--- config.mk ---
export PLATFORM = sky130hd
export DESIGN_NAME = layer_act_reader
export DESIGN_NICKNAME = d
export VERILOG_FILES = /design/src/rtl/layer_act_reader.sv
export SDC_FILE = /design/constraint.sdc
export NUM_CORES = 1
export LEC_CHECK = 0
export ABC_AREA = 0
export ABC_CLOCK_PERIOD_IN_PS = 4700
export CAP_MARGIN = 40
export CORE_MARGIN = 2
export CORE_UTILIZATION = 32
export CTS_CLUSTER_SIZE = 14
export DETAILED_ROUTE_END_ITERATION = 7
export PLACE_DENSITY = 0.67
export RECOVER_POWER = 25
export SYNTH_ARGS = -nofsm -noshare
export SYNTH_HDL_FRONTEND = slang
export SYNTH_SLANG_ARGS = --single-unit
--- constraint.sdc ---
create_clock -name ap_clk -period 4.7 [get_ports ap_clk]
set_input_delay 0.94 -clock ap_clk [delete_from_list [all_inputs] [get_ports ap_clk]]
set_output_delay 0.94 -clock ap_clk [all_outputs]
set_load 0.02 [all_outputs]
--- src/rtl/layer_act_reader.sv ---
// -----------------------------------------------------------------------------
// layer_act_reader
//
// Read-side counterpart to the activation-buffer writer. Waits for the
// writer's sync token, acknowledges it with a one-cycle pulse and, if the
// token reports a full buffer, reads MEM_SIZE words from the activation BRAM
// (address 0 upward). The words leave as an AXI-stream with TLAST on the
// final word.
//
// Optional build macro:
//   ACT_READER_TUSER_EN : adds ActOut_V_Data_V_TUSER, high on the first word
//                         (address 0) of every frame.
//
// Ports:
//   ap_clk, ap_rst            clock, synchronous active-high reset
//   SyncSig_V, _ap_vld/_ack   sync token from the writer (1 = frame ready,
//                             0 = cancel); ack is a single-cycle pulse
//   ActBuf_Data_V_*           BRAM read port (q0 valid 1 cycle after ce0)
//   ActOut_V_Data_V_*         AXI-stream output (TDATA/TVALID/TREADY/TLAST
//                             [/TUSER])
//
// Stream handshake: a word transfers on every rising edge where TVALID and
// TREADY are both high. Once TVALID is raised, TVALID/TDATA/TLAST/TUSER hold
// their values until that transfer happens; TVALID never waits on TREADY.
// -----------------------------------------------------------------------------
module layer_act_reader #(
  parameter int DWIDTH   = 32,
  parameter int AWIDTH   = 10,
  parameter int MEM_SIZE = 768
) (
  input  logic              ap_clk,
  input  logic              ap_rst,
  input  logic              SyncSig_V,
  input  logic              SyncSig_V_ap_vld,
  output logic              SyncSig_V_ap_ack,
  output logic [AWIDTH-1:0] ActBuf_Data_V_address0,
  output logic              ActBuf_Data_V_ce0,
  input  logic [DWIDTH-1:0] ActBuf_Data_V_q0,
  output logic [DWIDTH-1:0] ActOut_V_Data_V_TDATA,
  output logic              ActOut_V_Data_V_TVALID,
  input  logic              ActOut_V_Data_V_TREADY,
  output logic              ActOut_V_Data_V_TLAST
`ifdef ACT_READER_TUSER_EN
  ,
  output logic              ActOut_V_Data_V_TUSER
`endif
);

  // One extra bit so that a count of MEM_SIZE = 2^AWIDTH is representable.
  localparam int CW = AWIDTH + 1;
  localparam logic [CW-1:0] LAST_ADDR = CW'(MEM_SIZE - 1);

  typedef enum logic [1:0] {
    S_IDLE  = 2'd0,
    S_ACK   = 2'd1,
    S_READ  = 2'd2,
    S_DRAIN = 2'd3
  } state_t;

  state_t            state_q, state_d;
  logic              go_q, go_d;
  logic [CW-1:0]     rd_cnt_q, rd_cnt_d;
  logic [AWIDTH-1:0] addr_q, addr_d;
  logic              inflight_q, inflight_d;
  logic              infl_last_q, infl_last_d;

  // Two-entry output FIFO; entry 0 is always the head.
  logic [1:0]        occ_q, occ_d;
  logic [DWIDTH-1:0] data0_q, data0_d, data1_q, data1_d;
  logic              last0_q, last0_d, last1_q, last1_d;

`ifdef ACT_READER_TUSER_EN
  logic              infl_first_q, infl_first_d;
  logic              user0_q, user0_d, user1_q, user1_d;
`endif

  logic              pop;
  logic              issue;
  logic              credit_ok;
  logic [2:0]        used;
  logic [1:0]        occ_after_pop;

  always_comb begin
    state_d     = state_q;
    go_d        = go_q;
    rd_cnt_d    = rd_cnt_q;
    addr_d      = addr_q;
    occ_d       = occ_q;
    data0_d     = data0_q;
    data1_d     = data1_q;
    last0_d     = last0_q;
    last1_d     = last1_q;
`ifdef ACT_READER_TUSER_EN
    user0_d     = user0_q;
    user1_d     = user1_q;
`endif
    issue            = 1'b0;
    SyncSig_V_ap_ack = 1'b0;

    pop = (occ_q != 2'd0) && ActOut_V_Data_V_TREADY;

    // Slots committed = buffered words + word arriving from the BRAM, less
    // the word leaving this cycle. Counting the same-cycle pop keeps one
    // word per cycle flowing with only two entries; a pop requires TREADY=1
    // now, so no word can ever arrive to a full buffer.
    used      = {1'b0, occ_q} + {2'b00, inflight_q} - {2'b00, pop};
    credit_ok = (used < 3'd2);

    unique case (state_q)
      S_IDLE: begin
        if (SyncSig_V_ap_vld) begin
          go_d    = SyncSig_V;
          state_d = S_ACK;
        end
      end
      S_ACK: begin
        SyncSig_V_ap_ack = 1'b1;
        state_d          = go_q ? S_READ : S_IDLE;
      end
      S_READ: begin
        if (credit_ok) begin
          issue    = 1'b1;
          addr_d   = rd_cnt_q[AWIDTH-1:0];
          rd_cnt_d = rd_cnt_q + CW'(1);
          if (rd_cnt_q == LAST_ADDR) begin
            state_d = S_DRAIN;
          end
        end
      end
      S_DRAIN: begin
        if ((occ_q == 2'd0) && !inflight_q) begin
          rd_cnt_d = '0;
          state_d  = S_IDLE;
        end
      end
      default: state_d = S_IDLE;
    endcase

    inflight_d   = issue;
    infl_last_d  = issue && (rd_cnt_q == LAST_ADDR);
`ifdef ACT_READER_TUSER_EN
    infl_first_d = issue && (rd_cnt_q == '0);
`endif

    // Pop shifts entry 1 to the head; the returning BRAM word then lands in
    // the first free slot after that shift.
    if (pop) begin
      data0_d = data1_q;
      last0_d = last1_q;
`ifdef ACT_READER_TUSER_EN
      user0_d = user1_q;
`endif
    end
    occ_after_pop = occ_q - {1'b0, pop};
    if (inflight_q) begin
      if (occ_after_pop == 2'd0) begin
        data0_d = ActBuf_Data_V_q0;
        last0_d = infl_last_q;
`ifdef ACT_READER_TUSER_EN
        user0_d = infl_first_q;
`endif
      end else begin
        data1_d = ActBuf_Data_V_q0;
        last1_d = infl_last_q;
`ifdef ACT_READER_TUSER_EN
        user1_d = infl_first_q;
`endif
      end
    end
    occ_d = occ_after_pop + {1'b0, inflight_q};

    ActBuf_Data_V_ce0      = issue;
    ActBuf_Data_V_address0 = issue ? rd_cnt_q[AWIDTH-1:0] : addr_q;
    ActOut_V_Data_V_TVALID = (occ_q != 2'd0);
    ActOut_V_Data_V_TDATA  = data0_q;
    // Head entry may hold a stale flag once drained; only show it with data.
    ActOut_V_Data_V_TLAST  = (occ_q != 2'd0) && last0_q;
`ifdef ACT_READER_TUSER_EN
    ActOut_V_Data_V_TUSER  = (occ_q != 2'd0) && user0_q;
`endif
  end

  always_ff @(posedge ap_clk) begin
    if (ap_rst) begin
      state_q      <= S_IDLE;
      go_q         <= 1'b0;
      rd_cnt_q     <= '0;
      addr_q       <= '0;
      inflight_q   <= 1'b0;
      infl_last_q  <= 1'b0;
      occ_q        <= 2'd0;
      data0_q      <= '0;
      data1_q      <= '0;
      last0_q      <= 1'b0;
      last1_q      <= 1'b0;
`ifdef ACT_READER_TUSER_EN
      infl_first_q <= 1'b0;
      user0_q      <= 1'b0;
      user1_q      <= 1'b0;
`endif
    end else begin
      state_q      <= state_d;
      go_q         <= go_d;
      rd_cnt_q     <= rd_cnt_d;
      addr_q       <= addr_d;
      inflight_q   <= inflight_d;
      infl_last_q  <= infl_last_d;
      occ_q        <= occ_d;
      data0_q      <= data0_d;
      data1_q      <= data1_d;
      last0_q      <= last0_d;
      last1_q      <= last1_d;
`ifdef ACT_READER_TUSER_EN
      infl_first_q <= infl_first_d;
      user0_q      <= user0_d;
      user1_q      <= user1_d;
`endif
    end
  end

endmodule
==> run metrics, run 1 <==
outcome finished, violations left; violated checks max-capacitance violations, max-slew violations; startpoint types input pin; clock buffer depth 2; Starting Density 0.3247; Slew Limit Headroom -0.2576; Power, Total 1.653 mW; 1st-iter DRT viols between 200 and 250; cts bufs inserted 9; DRC violation count after routing 0; Ports 83; Commonest cells post-synth 94 x dfxtp_1, 75 x nand2_1, 43 x a21oi_1, 38 x nor2_1, 34 x mux2i_1; unrepaired setup endpoints after global routing no; Crit. End Element primary output; Slew @ Worst Pin 1.886 ns; critical path required time around 3.8 ns; syn_nets 466; Vias 3,192; number of max-cap violations 2; global route total overflow 0; met1 Use GR 0.1635; Power Density between 300 and 400 nW/um2; met2 Use GR 0.2496; initial antenna violation count 0; Worst VDD drop approximately 220 uV; post-CTS sizing 0; CP Class input pin to primary output; first-pass GRT wire length between 10,000 and 15,000 um; Yosys top cell area share 0.4866; top post-synthesis cells by area dfxtp_1 49%, mux2i_1 8.8%, nand2_1 7.3%, a211oi_1 6.4%, a21oi_1 5.6%; crit path max fanout 15; later-pin clock latency in the skew report ~0.34 ns; Post-synth ARST share 0; core region area 11,910 um2; count leader, synth dfxtp_1; Cell Chain, Critical Path clkdlybuf4s50_1 > nand3b_1 > nand2_1 > nand2_1 > fa_1 > and3b_1 > and2_1 > buf_12 > clkdlybuf4s50_1; post-DP HPWL a little under 6000 um; Routed WL 8904 um; routed len/inst around 14 um; number of global-route vias before repair 3,183; final hold viol count 0; CTS HTree Levels 3; Leak between 2 and 2.5 nW; crit path buf inv count 3; die area 12,980 um2; syn avg cell area between 9 and 10 um2; final setup fails 0; antenna viol nets, final 0; Post-synth EDFFs 0; Setup Fix Bufs, Post-CTS 0; die height 113.9 um; die width about 110 um; n_diodes 0; Rows 40; # hold bufs at CTS 0; clock skew ~0.0045 ns; YS warnings 0; CP peak stage delay 0.61 ns; cell taking the most area after synthesis dfxtp_1; Tmin final 4.333 ns; largest net degree at the start of global routing 44; post-DR vias/cell a little under 5; Hold WS about 0.45 ns; TritonCTS clock tree done; clk slew on worst S/H paths roughly 0.06 ns; Overall Global Routing Usage 0.1430; P&R area growth vs syn 33.74%; count of different cell masters after synthesis 44; Fmax roughly 230 MHz; RePlAce Congestion between 0.7 and 0.8; layout cell share with drive strength beyond 1 0.05567; Sinks on Clock Net 94; post-synthesis cell count between 400 and 500; Clock Tree Root clkbuf_16; setup_tns 0 ns; fin crit share 0.9219; Slew Viols, Final around 90; Post-Syn Area around 3900 um2; CP max-delay cell clkdlybuf4s50_1; Yosys reg bits 94; busiest grt layer met2; IO Port Bufs 82; met3 GRT Util 0.04729; top_reg_cell synth dfxtp_1; Arrival @ worst endpoint 3.39 ns; Top Family by Delay on Critical Path buffers and inverters; worst hold path type flip-flop to flip-flop; final net count between 500 and 600; DRT Pass-1 Iters 4; Seq/Total Area, Yosys 0.4866
## area by class of cell
type / instances / area [um2]
Clock buffer: 12 / 246.5
Timing Repair Buffer: 92 / 935.9
Multi-Input combinational cell: 299 / 1847
Clock inverter: 4 / 70.07
Inverter: 2 / 7.507
Sequential cell: 94 / 1882
Fill cell: 1149 / 6739
Tap cell: 147 / 183.9
## layout by cell type (no fill, tap or decap), types with 3 or more instances in the layout
cell / n
nand3_1: 4
mux2_1: 10
mux2i_1: 34
dlygate4sd3_1: 31
nand2b_1: 3
nand2_1: 75
or3_1: 3
o31ai_1: 4
a211oi_1: 33
dfxtp_1: 94
ha_1: 3
clkdlybuf4s50_1: 40
nor2b_1: 14
and2_1: 3
clkbuf_16: 9
or4_1: 4
buf_4: 7
nand4_1: 3
dlymetal6s2s_1: 10
nor2_1: 38
clkbuf_1: 4
a21oi_1: 43
## worst register-to-register path: stages (launching register included)
cell	delay (ns)
dfxtp_1	0.47
nand3b_1	0.20
nand2_1	0.13
nand2_1	0.07
fa_1	0.49
and3b_1	0.17
buf_4	0.12
a22oi_2	0.19
or4b_1	0.56
a21oi_1	0.16
## where the power goes
| group | leakage [nW] | switching (mW) | total [mW] | internal (mW) |
|---|---|---|---|---|
| combinational | 1.38 | 0.0374 | 0.0785 | 0.0411 |
| clock | 0.157 | 0.290 | 0.769 | 0.479 |
| sequential | 0.757 | 0.00377 | 0.805 | 0.802 |
## registers in the layout, indices dropped and copies added (netlist names), named ones only
name                   count
data1_q                   32
rd_cnt_q                  11
last1_q                    1
infl_last_q                1
ActOut_V_Data_V_TDATA     32
occ_q                      2
addr_q                    10
go_q                       1
last0_q                    1
inflight_q                 1
state_q                    1
## per-stage QoR
step,cell area (um2),cells,worst slack [ns],utilization
3_3_place_gp,4816,633,0.1353,0.4043
6_report,5172,650,0.3671,0.4342
2_1_floorplan,3867,425,0.9969,-
5_1_grt,5172,650,0.2546,0.4342
3_5_place_dp,4836,634,0.07693,0.4060
4_1_cts,5152,650,0.07434,0.4326
## final timing paths
| kind | start | slack [ns] | cells past startpoint | to |
|---|---|---|---|---|
| max | ActOut_V_Data_V_TREADY | 0.37 | 9 | ActBuf_Data_V_ce0 |
| min | data1_q[10]$_SDFFE_PP0P_ | 0.45 | 2 | data1_q[10]$_SDFFE_PP0P_ |
| max reg2reg | occ_q[1]$_SDFF_PP0_ | 2.09 | 9 | rd_cnt_q[7]$_SDFFE_PP0P_ |
| min reg2reg | data1_q[10]$_SDFFE_PP0P_ | 0.45 | 2 | data1_q[10]$_SDFFE_PP0P_ |
## routing by layer
layer	routed length (um)	vias up
met5	0	-
met4	94	0
met3	467	8
met2	4350	67
met1	3991	1501
li1	-	1616
## kinds of logic after synthesis
group	after synthesis	share of synthesized area
flops	94	0.4866
mux	44	0.1171
fa+ha+maj	4	0.01488
simple gates	157	0.1876
xor+xnor	3	0.006795
compound gates	91	0.1488
buf+inv	32	0.03817
(Power assumes the default switching activity.)
==> run 2, diff against run 1 <==
--- a/config.mk
+++ b/config.mk
@@ -12,7 +12,8 @@
 export CORE_UTILIZATION = 32
 export CTS_CLUSTER_SIZE = 14
 export DETAILED_ROUTE_END_ITERATION = 7
-export PLACE_DENSITY = 0.67
+export DONT_BUFFER_PORTS = 1
+export PLACE_DENSITY = 0.58
 export RECOVER_POWER = 25
 export SYNTH_ARGS = -nofsm -noshare
 export SYNTH_HDL_FRONTEND = slang
==> run 2 against run 1 <==
The run now ends clean. Combinational power is 74% lower. Critical path type unchanged. Count of clock-buffer cells in the layout is 2 lower. Clock power is 9.5% lower. Global-route usage is 0.91 points lower. Maximum frequency is 10% higher. Power is 7.7% lower. Sequential share of layout area is 7.8 points higher.
==> run metrics, run 2 (synthesis gave the netlist of run 1 again) <==
outcome completed; Flop pwr share 0.531 (+0.044); first-pass GRT wire length 13,700 um (-6.6%); Sinks on Clock Net 94 (unchanged); core region area 11,910 um2 (unchanged); antenna viol nets, final 0 (unchanged); DRC violation count after routing 0 (unchanged); RePlAce Congestion 0.7093 (-5.5%); clock buffer depth 2 (unchanged); post-CTS sizing 0 (unchanged); Overall Global Routing Usage 0.1340 (-0.009080); crit path max fanout 15 (unchanged); post-DP HPWL 5533 um (-6.1%); clock skew 0.003382 ns (-0.001075 ns); Ports 83 (unchanged); P&R area growth vs syn 10.19%; unrepaired setup endpoints after global routing no; FF-to-FF End addr_q[1]$_SDFFE_PP0P_; final hold viol count 0 (unchanged); TritonCTS clock tree done; layout cell share with drive strength beyond 1 0.06475 (+0.009082); Worst VDD drop 213.4 uV (-1.9%); 1st-iter DRT viols 174 (-16%); Vias 2,875 (-9.9%); final setup fails 0 (unchanged); Power Density 358.1 nW/um2 (+12%); die area 12,980 um2 (unchanged); number of max-cap violations 0 (-2); worst slack, placed 0.7168 ns (+0.6398 ns); Critical Path Sink ActBuf_Data_V_address0[1]; Arrival @ worst endpoint 2.99 ns (-0.40 ns); CTS HTree Levels 3 (unchanged); FF-to-FF setup slack 1.86 ns (-0.23 ns); CP Class input pin to primary output; later-pin clock latency in the skew report 0.34 ns (about the same); most frequent cells in the layout 94 x dfxtp_1, 75 x nand2_1, 43 x a21oi_1; final net count 453 (-16%); post-DR vias/cell 5.098 (+3.8%); die height 113.9 um (unchanged); Clock Tree Root clkbuf_16; switching power 0.3395 mW (+2.5%); Power, Total 1.526 mW (-7.7%); Hold WS 0.4522 ns (-0.002567 ns); worst r2r src occ_q[1]$_SDFF_PP0_; Slew @ Worst Pin 0.7128 ns (-1.174 ns); Tmin final 3.933 ns (-0.3997 ns); cts bufs inserted 9 (unchanged); # hold bufs at CTS 0 (unchanged); Slew Limit Headroom 0.5248 (+0.7824); die width 113.9 um (unchanged); n_diodes 0 (unchanged); Slew Viols, Final 0 (-100%); Routed WL 8423 um (-5.4%); Logic pwr share 0.013 (-0.034); worst hold path type flip-flop to flip-flop; Leak 1.665 nW (-27%); Internal 1.187 mW (-10%); Non-Filler Instances 564 (-13%); Fmax 254.2 MHz (+10%); critical path required time 3.76 ns (about the same); DRT Pass-1 Iters 4 (unchanged); Rows 40 (unchanged); sw frac 0.2225 (+0.02216); IO Port Bufs 0 (-100%); most common cell after layout, fill and taps aside dfxtp_1; routed len/inst 14.93 um (+9.0%); clk slew on worst S/H paths 0.06 ns (about the same); fin crit share 0.8369 (-0.08504); R2R cell count 8 (-1); global route total overflow 0 (unchanged); Starting Density 0.3247 (unchanged); PnR worst setup slack 0.7668 ns (+0.3997 ns); initial antenna violation count 0 (unchanged); dpl cells 548 (-14%); startpoint types input pin; largest net degree at the start of global routing 86 (+95%); CP startpoint ActOut_V_Data_V_TREADY; Setup Fix Bufs, Post-CTS 0 (unchanged); Clk pwr share 0.456 (-0.009); number of global-route vias before repair 2,755 (-13%); setup_tns 0 ns (unchanged); Crit. End Element primary output
==> run 2: cell count changes in the layout (fill, tap and decap cells not counted), sizes merged <==
cell and change:
buf -3, clkbuf -4, dlygate4sd3 -31, inv +2, dlymetal6s2s -10, bufinv -2, clkinvlp +2, clkdlybuf4s50 -40
==> run 2: power groups by stage <==
stage | clock network (mW) | logic (mW) | registers [mW]
after CTS | 0.721 | 0.0203 | 0.810
final | 0.696 | 0.0201 | 0.810
after global routing | 0.755 | 0.0222 | 0.810
after global placement | 0 | 0.0194 | 0.828
after detailed placement | 0 | 0.0202 | 0.828
after floorplan | 0 | 0.0266 | 0.827
==> run 2: layer usage <==
layer	routed length (um)	up-vias	global-route usage
li1	-	1452	-
met1	3840	1351	0.1697
met2	3945	62	0.2115
met3	508	10	0.04782
met4	129	0	0.04634
met5	0	-	0
==> run 2: cell type report <==
class | instances | area [um2]
Fill cell | 1216 | 7650
Sequential cell | 94 | 1882
Multi-Input combinational cell | 299 | 1847
Clock buffer | 10 | 239.0
Tap cell | 147 | 183.9
Timing Repair Buffer | 6 | 57.56
Clock inverter | 6 | 45.04
Inverter | 2 | 7.507
==> run 2: worst min-delay path by stage <==
stage / start / endpoint / slack [ns] / cells past startpoint
CTS: data1_q[6]$_SDFFE_PP0P_ / data1_q[6]$_SDFFE_PP0P_ / 0.45 / 2
global route: data1_q[25]$_SDFFE_PP0P_ / data1_q[25]$_SDFFE_PP0P_ / 0.47 / 2
global placement: data1_q[11]$_SDFFE_PP0P_ / data1_q[11]$_SDFFE_PP0P_ / 0.44 / 2
finish: data1_q[25]$_SDFFE_PP0P_ / data1_q[25]$_SDFFE_PP0P_ / 0.45 / 2
detailed placement: data1_q[21]$_SDFFE_PP0P_ / data1_q[21]$_SDFFE_PP0P_ / 0.44 / 2
floorplan: go_q$_SDFFE_PP0P_ / flip-flop / 0.43 / 2
==> run 2: critical path: stages <==
cell and delay, ns:
nand3b_1 0.14, nand2_1 0.13, nand2_1 0.07, fa_1 0.48
and3b_1 0.20, and2_1 0.54, mux2_1 0.49
==> run 2: per-stage QoR <==
stage / cell area (um2) / util
4_1_cts: 4262 / 0.3578
6_report: 4262 / 0.3578
2_1_floorplan: 3867 / -
5_1_grt: 4262 / 0.3578
3_3_place_gp: 3958 / 0.3322
3_5_place_dp: 3978 / 0.3339
==> run 3, diff against run 2 <==
--- a/config.mk
+++ b/config.mk
@@ -6,7 +6,7 @@
 export NUM_CORES = 1
 export LEC_CHECK = 0
 export ABC_AREA = 0
-export ABC_CLOCK_PERIOD_IN_PS = 4700
+export ABC_CLOCK_PERIOD_IN_PS = 3900
 export CAP_MARGIN = 40
 export CORE_MARGIN = 2
 export CORE_UTILIZATION = 32
==> constraint.sdc (replaced) <==
create_clock -name ap_clk -period 3.9 [get_ports ap_clk]
set_input_delay 0.78 -clock ap_clk [delete_from_list [all_inputs] [get_ports ap_clk]]
set_output_delay 0.78 -clock ap_clk [all_outputs]
set_load 0.02 [all_outputs]
==> run 3 against run 2 <==
Critical path depth is 1 higher. Register-to-register slack worse by 0.66 ns. Count of clock-buffer cells in the layout stayed put. Die area stayed put. Wire length hardly changed. Largest cell class unchanged. Largest power group unchanged.
==> run metrics, run 3 (synthesis gave the netlist of run 1 again) <==
Crit. End Element primary output; Setup Fix Bufs, Post-CTS 0 (unchanged); global route total overflow 0 (unchanged); Sinks on Clock Net 94 (unchanged); area of the multi-input gates 1847 um2 (unchanged); Non-Filler Instances 562 (-0.35%); Rows 40 (unchanged); IO Port Bufs 0 (unchanged); R2R cell count 9 (+1); crit path max fanout 15 (unchanged); FF-to-FF setup slack 1.20 ns (-0.66 ns); core region area 11,910 um2 (unchanged); Leak 1.672 nW (+0.46%); worst hold path type flip-flop to flip-flop; DRC violation count after routing 0 (unchanged); initial antenna violation count 0 (unchanged); P&R area growth vs syn 10.32%; RePlAce Congestion 0.7226 (+1.9%); CP max-delay cell dfxtp_1; number of global-route vias before repair 2,744 (-0.40%); die height 113.9 um (unchanged); most common cell after layout, fill and taps aside dfxtp_1; critical path required time 3.12 ns (-0.64 ns); clock buffer depth 2 (unchanged); final hold viol count 0 (unchanged); final setup fails 0 (unchanged); largest net degree at the start of global routing 86 (unchanged); Slew Viols, Final 0 (unchanged); hold_sp data1_q[0]$_SDFFE_PP0P_; crit-path most repeated cell nand2_1; Hold Path Stages 2 (unchanged); Tmin final about 3.5 ns; # hold bufs at CTS 0 (unchanged); Worst VDD drop 312.2 uV (+46%); Cell Chain, Critical Path nand3b_1 > nand2_1 > nand2_1 > fa_1 > xnor2_1 > and2_1 > buf_4 > mux2_1; Ports 83 (unchanged); Fmax 282.2 MHz; DRT Pass-1 Iters 4 (unchanged); Routed WL 8419 um (about the same); worst r2r src occ_q[1]$_SDFF_PP0_; Slew @ Worst Pin 0.7044 ns (-0.008374 ns); die area 12,980 um2 (unchanged); setup_tns 0 ns (unchanged); FF-to-FF End addr_q[5]$_SDFFE_PP0P_; 1st-iter DRT viols 168 (-3.4%); Starting Density 0.3247 (unchanged); Slew Limit Headroom 0.5304 (+0.005583); Arrival @ worst endpoint 2.76 ns (-0.23 ns); layout cell share with drive strength beyond 1 0.06024 (-0.004507); Post-Route Utilization 0.3582 (+0.0004200); cts bufs inserted 9 (unchanged); post-DR vias/cell 5.157 (+1.2%); n_diodes 0 (unchanged); routed len/inst 14.98 um (+0.31%); Power Density 441.2 nW/um2 (+23%); most frequent cells in the layout 94 x dfxtp_1, 75 x nand2_1, 43 x a21oi_1; Clock Tree Root clkbuf_16; fillers 1,211 (-0.41%); first-pass GRT wire length 13,320 um (-2.8%); startpoint types flip-flop; worst hold path endpoint data1_q[0]$_SDFFE_PP0P_; unrepaired setup endpoints after global routing no; Overall Global Routing Usage 0.1306 (-0.003377); CTS HTree Levels 3 (unchanged); clock skew 0.006844 ns (+0.003463 ns); final net count 452 (-0.22%); antenna viol nets, final 0 (unchanged); fin crit share 0.9086; CP Class flip-flop to primary output; Reg area 1882 um2 (unchanged); die width 113.9 um (unchanged); clk slew on worst S/H paths 0.07 ns (about the same); TritonCTS clock tree done; CP peak stage delay 0.47 ns (-0.07 ns); later-pin clock latency in the skew report 0.34 ns (about the same); dpl cells 547 (-0.18%); post-DP HPWL 5418 um (-2.1%); post-CTS sizing 0 (unchanged); outcome completed; Vias 2,898 (+0.80%); number of max-cap violations 0 (unchanged)
## run 3: cell types whose count changed in the layout (fill, tap and decap cells not counted)
cell / change
clkinvlp_4: -2
buf_4: -1
bufinv_16: +1
clkinv_4: +1
inv_8: -1
## run 3: layer usage
metal	part of all wire	GRT usage
met5	0	0
met2	0.47	0.2135
met1	0.46	0.1605
met3	0.054	0.04676
met4	0.013	0.04228
## run 3: area by class of cell
cell class / instances / share of cell area
Clock inverter: 5 / 0.01349
Clock buffer: 10 / 0.05601
Timing Repair Buffer: 5 / 0.01173
Multi-Input combinational cell: 299 / 0.4328
Sequential cell: 94 / 0.4411
Inverter: 2 / 0.001760
Tap cell: 147 / 0.04311
## run 3: per-stage QoR
stage                     cell area [um2]  worst slack, ns  hold WS, ns  power (mW)
after CTS                            4267           0.3167       0.4490       1.917
after global placement               3950           0.4966       0.4354       1.021
after global routing                 4267           0.1810       0.4685       1.958
final                                4267           0.3565       0.4498       1.882
after detailed placement             3970           0.4390       0.4395       1.022
after floorplan                      3867           0.5169       0.4321       1.028
## run 3: how the worst max path moves through the flow
stage	from	to	slack, ns
detailed placement	ActOut_V_Data_V_TREADY	ActBuf_Data_V_address0[4]	0.44
finish	occ_q[1]$_SDFF_PP0_	ActBuf_Data_V_address0[1]	0.36
floorplan	ActOut_V_Data_V_TREADY	ActBuf_Data_V_address0[0]	0.52
global route	occ_q[1]$_SDFF_PP0_	ActBuf_Data_V_address0[1]	0.18
CTS	occ_q[1]$_SDFF_PP0_	ActBuf_Data_V_address0[1]	0.32
global placement	ActOut_V_Data_V_TREADY	ActBuf_Data_V_address0[9]	0.50
## run 3: critical path, delay by kind of cell, from the launching register on
kind	cells	cell delay, ns
and+or+nand+nor	4	0.58
DFF	1	0.47
muxes	1	0.46
adders and majority gates	1	0.39
xor gates and xnor gates	1	0.27
buffers and inverters	1	0.25
## run 3: power by group
part           total [mW]  internal [mW]  switching [mW]
registers           0.976          0.966          0.0101
logic              0.0240         0.0102          0.0138
clock network       0.882          0.512           0.370
total                1.88           1.49           0.394
